### src/rtl/layer_sequencer.sv
// Layer sequencer: drives one shared neuron engine over NUM_NEURONS indices,
// requantizes each result and packs it into a flattened activation vector.
module layer_sequencer #(
    parameter int NUM_NEURONS = 10,
    parameter int WIDTH_OUT   = 32,
    parameter int WIDTH_ACT   = 8,
    parameter int SHIFT       = 8,
    parameter int IDX_W       = (NUM_NEURONS > 1) ? $clog2(NUM_NEURONS) : 1
) (
    input  logic                             clk,
    input  logic                             reset,
    input  logic                             layer_go,
    output logic                             neuron_go,
    input  logic                             neuron_done,
    input  logic signed [WIDTH_OUT-1:0]      output_neuron,
    output logic [IDX_W-1:0]                 neuron_idx,
    output logic [WIDTH_ACT*NUM_NEURONS-1:0] layer_out,
    output logic                             layer_done,
    output logic                             busy
);

    typedef enum logic [1:0] {IDLE, ISSUE, WAIT, DONE} state_t;

    localparam logic [IDX_W-1:0] LAST_IDX = IDX_W'(NUM_NEURONS - 1);

    state_t                           state_q, state_d;
    logic [IDX_W-1:0]                 neuron_idx_q, neuron_idx_d;
    logic [WIDTH_ACT*NUM_NEURONS-1:0] layer_out_q, layer_out_d;
    logic                             neuron_go_q, neuron_go_d;
    logic                             layer_done_q, layer_done_d;
    logic                             busy_q, busy_d;
    logic [WIDTH_ACT-1:0]             act;

    // Negative and zero results clamp to 0; large positives saturate to all-ones.
    function automatic logic [WIDTH_ACT-1:0] requant(input logic signed [WIDTH_OUT-1:0] v);
        logic signed [WIDTH_OUT-1:0] s;
        s = v >>> SHIFT;
        if (v[WIDTH_OUT-1] || (v == '0))
            return '0;
        else if (|s[WIDTH_OUT-1:WIDTH_ACT])
            return '1;
        else
            return s[WIDTH_ACT-1:0];
    endfunction

    always_comb begin
        // NOTE: every signal gets a default first, so no path can infer a latch.
        state_d      = state_q;
        neuron_idx_d = neuron_idx_q;
        layer_out_d  = layer_out_q;
        neuron_go_d  = 1'b0;
        layer_done_d = 1'b0;
        busy_d       = busy_q;
        act          = requant(output_neuron);

        // Outputs are computed for the state being entered, so the flops line up with it.
        case (state_q)
            IDLE: begin
                if (layer_go) begin
                    state_d      = ISSUE;
                    neuron_idx_d = '0;
                    neuron_go_d  = 1'b1;
                    busy_d       = 1'b1;
                end
            end
            ISSUE: state_d = WAIT;
            WAIT: begin
                if (neuron_done) begin
                    for (int k = 0; k < NUM_NEURONS; k++) begin
                        if (neuron_idx_q == IDX_W'(k))
                            layer_out_d[k*WIDTH_ACT +: WIDTH_ACT] = act;
                    end
                    if (neuron_idx_q == LAST_IDX) begin
                        state_d      = DONE;
                        layer_done_d = 1'b1;
                    end else begin
                        state_d      = ISSUE;
                        neuron_idx_d = neuron_idx_q + 1'b1;
                        neuron_go_d  = 1'b1;
                    end
                end
            end
            DONE: begin
                state_d = IDLE;
                busy_d  = 1'b0;
            end
            default: begin
                state_d = IDLE;
                busy_d  = 1'b0;
            end
        endcase
    end

    // NOTE: sequential state uses non-blocking assignments only, so every flop
    // samples the pre-edge values regardless of statement order.
    always_ff @(posedge clk or negedge reset) begin
        if (!reset) begin
            state_q      <= IDLE;
            neuron_idx_q <= '0;
            // NOTE: the activation slots are plain flops, so they can and must be
            // cleared by reset along with the control state.
            layer_out_q  <= '0;
            neuron_go_q  <= 1'b0;
            layer_done_q <= 1'b0;
            busy_q       <= 1'b0;
        end else begin
            state_q      <= state_d;
            neuron_idx_q <= neuron_idx_d;
            layer_out_q  <= layer_out_d;
            neuron_go_q  <= neuron_go_d;
            layer_done_q <= layer_done_d;
            busy_q       <= busy_d;
        end
    end

    assign neuron_go  = neuron_go_q;
    assign neuron_idx = neuron_idx_q;
    assign layer_out  = layer_out_q;
    assign layer_done = layer_done_q;
    assign busy       = busy_q;

endmodule

### config.mk
export PLATFORM = sky130hd
export DESIGN_NAME = layer_sequencer
export DESIGN_NICKNAME = d
export VERILOG_FILES = /design/src/rtl/layer_sequencer.sv
export SDC_FILE = /design/constraint.sdc
export NUM_CORES = 1
export LEC_CHECK = 0
export BUFFER_PORTS_ARGS = -buffer_cell sky130_fd_sc_hd__buf_2
export CAP_MARGIN = 20
export CELL_PAD_IN_SITES_DETAIL_PLACEMENT = 0
export CELL_PAD_IN_SITES_GLOBAL_PLACEMENT = 1
export CORE_AREA = 2 2 71 141
export DETAILED_ROUTE_END_ITERATION = 10
export DIE_AREA = 0 0 73 143
export MAX_ROUTING_LAYER = met4
export PLACE_DENSITY_LB_ADDON = 0.08
export SLEW_MARGIN = 20
export SYNTH_ARGS = -nofsm -noshare
export SYNTH_HDL_FRONTEND = slang
export SYNTH_SLANG_ARGS = --single-unit
### constraint.sdc
create_clock -name clk -period 1.73 [get_ports clk]
set_input_delay 0.2595 -clock clk [delete_from_list [all_inputs] [get_ports clk]]
set_output_delay 0.2595 -clock clk [all_outputs]
set_load 0.005 [all_outputs]
==> flow_summary.yaml <==
run_status:
  outcome: "finished clean"
worst_setup_path:
  reg2reg_depth: 4
  reg2reg_to: "layer_out[49]$_DFFE_PN0P_"
  worst_setup_path_start_kind: "flop"
  rrSetupSlack_ns: 0.09
  arrival_ns: 1.86
  critPathKind: "reg2reg"
  timing.rr.start: "state_q[0]$_DFFE_PN0P_"
  worst_setup_path_end_kind: "flop"
  crit_required_ns: 1.95
  cp_max_fo: 14
clock_tree:
  clkSlewWorstSetupHoldPaths_ns: 0.06
  cts_tree: "yes"
  cts_buffer_depth: 2
  clock_latency_ns: 0.34
  clockRootBuffer: "clkbuf_16"
  h-tree-depth: 3
  cts_buffers: 9
  clkSinkCount: 89
min_path:
  holdPathStages: 3
  hp-start: "layer_go"
  holdPathEnd: "busy$_DFFE_PN0P_"
  holdCritPathClass: "in2reg"
logic_synthesis:
  ys_types: 33
  syn-cell-area_mm2: 0.00369
  syn_area_per_cell_um2: 13.9
  synth_area_leaders: "dfrtp_1 60%, o2bb2ai_1 16%, nor4_4 4.6%"
  synthesis.nets: 305
  synthArstFlopShare: 1.00
  synth_seq_cells: 89
  synthFlopType: "dfrtp_1"
  synth_edf_count: 0
  ys.warnings.count: 0
  synthCells: 265
  synth_area_leader_cell: "dfrtp_1"
  synth.top_cell.area_share: 0.603
  ys_seq_area_frac: 0.603
finish:
  stdcell_count: 519
  layout_commonest_cell: "buf_2"
  final_nets: 451
  utilization: 0.528
  fill_cells: 835
  n_antenna_cell: 0
  drive_gt1_frac: 0.436
  finalInstanceArea_mm2: 0.00493
  final_cell_mix: "113 x buf_2, 89 x dfrtp_1, 68 x o2bb2ai_1, 28 x buf_4, 12 x o21ai_0"
  syn_to_final_growth_pct: 33.4
place:
  portBuffers: 114
  preCtsSetupSlack_ns: -0.118
  place_area_mm2: 0.00459
  place_inst: 499
  place_congestion: 0.774
  dp_hpwl_um: 7280
sta:
  finClkSkew_ns: 0.00525
  hold_violations: 0
  rsz0062_at_grt: "yes"
  setup_violations: 0
  fmax_ghz: 0.609
  period_minus_slack_ns: 1.64
  tightest_slew_ns: 0.417
  fin_crit_sh: 0.948
  slew_headroom: 0.721
  finalMaxSlewViolations: 0
  setup_slack_ns: 0.0893
floorplan:
  core_area_mm2: 0.00932
  die_w_um: 73
  die-area_mm2: 0.0104
  io_pins: 123
  rows: 50
  die_y_um: 143
  initial_core_util: 0.396
power_and_ir_drop:
  seqPwrFrac: 0.458
  pwr-share-comb: 0.224
  intPower_uw: 4290
  power.density_mw_per_mm2: 1210
  p_sw_frac: 0.279
  power_uw: 5950
  switchingPower_uw: 1660
  peakVddDrop_mv: 0.655
  p_leak_uw: 0.00254
  power_frac_clock: 0.318
routing:
  vias_per_cell: 5.50
  drtAntennaViolNets: 0
  num_vias: 2854
  drc_errors: 0
  routed_wl_um: 9820
  firstDrtPassIters: 4
  drt_iter0_drc: 164
  wl_per_cell_um: 18.9
global_route:
  gr-total-overflow: 0
  grt_pass1_wl_um: 15600
  globalRouteTotalUtil: 0.203
  grt_max_degree: 53
  grt_pass1_vias: 2858
  antenna_found_initial: 0
run:
  maxCapViolCount: 0
## routing by layer
metal,up-vias,GRT usage,part of all wire
li1,1346,-,-
met1,1398,0.254,0.42
met2,88,0.318,0.51
met3,22,0.0325,0.043
met4,0,0.0955,0.032
met5,-,-,0
## cells by family (layout without fill, tap and decap cells)
| logic type | Yosys count | count (layout) | synth area share |
|---|---|---|---|
| buf+inv | 16 | 166 | 0.0217 |
| flops | 89 | 89 | 0.603 |
| compound gates | 97 | 97 | 0.222 |
| fa+ha+maj | 4 | 4 | 0.0136 |
| simple gates | 58 | 58 | 0.137 |
| mux | 1 | 1 | 0.00271 |
## per-stage QoR
| step | setup TNS [ns] | hold WS [ns] |
|---|---|---|
| final | 0 | 0.225 |
| after detailed placement | -5.71 | 0.126 |
| after global placement | -5.34 | 0.123 |
| after CTS | 0 | 0.223 |
| after global routing | -0.119 | 0.252 |
| after floorplan | 0 | -0.0361 |
## state kept, by name (all words and copies together), names as in the netlist
signal / cells
neuron_idx: 4
state_q: 2
layer_out: 80
neuron_go: 1
layer_done: 1
busy: 1
## cell type report
type	instances	area [µm²]	share of cell area
sequential	89	2230	0.452
timing repair buffer	146	866	0.176
multi-input combinational	160	1400	0.283
clock inverter	4	55.1	0.0112
tap	104	130	0.0264
clock buffer	11	233	0.0472
inverter	5	18.8	0.00381
## timing repair
item	in CTS	in global routing
gates resized for setup	0	1
hold endpoints to repair	12	0
buffers inserted	0	4
endpoints found under the setup margin	0	34
hold buffers	1	0
## critical path, stage by stage (launching register included)
cell and delay [ns]:
dfrtp_1 0.46, nor4bb_2 0.30, buf_4 0.24, nand3_1 0.29
o2bb2ai_1 0.23
## cells in the mapped netlist (2+ instances only)
cell,count
dfrtp_1,89
o2bb2ai_1,68
o21ai_0,12
or4_1,10
nand3_1,8
nor4_4,8
nand2_1,7
clkbuf_1,6
nand3b_1,6
inv_1,5
o21ai_2,5
o2bb2ai_2,5
ha_1,4
nand4b_1,4
or3_1,4
nor2b_1,3
o21ai_1,3
and3b_1,2
buf_6,2
## power groups by stage
stage	sequential (µW)	clock, µW	combinational, µW
after floorplan	2760	0	612
after global placement	2760	0	1330
after detailed placement	2770	0	1360
after CTS	2730	1940	1360
after global routing	2780	2040	1490
final	2730	1890	1330
## worst max-delay path by stage
| stage | end | start | cells past startpoint | slack (ns) |
|---|---|---|---|---|
| 6_report | layer_out[49]$_DFFE_PN0P_ | state_q[0]$_DFFE_PN0P_ | 4 | 0.09 |
| 5_1_grt | layer_out[44]$_DFFE_PN0P_ | state_q[1]$_DFFE_PN0P_ | 4 | -0.02 |
| 4_1_cts | layer_out[42]$_DFFE_PN0P_ | state_q[0]$_DFFE_PN0P_ | 4 | 0.04 |
| 3_5_place_dp | layer_out[44]$_DFFE_PN0P_ | output_neuron[22] | 6 | -0.12 |
| 3_3_place_gp | layer_out[44]$_DFFE_PN0P_ | output_neuron[22] | 6 | -0.15 |
| 2_1_floorplan | layer_out[72]$_DFFE_PN0P_ | output_neuron[21] | 4 | 0.04 |
Power figures use the tool's default switching activity.
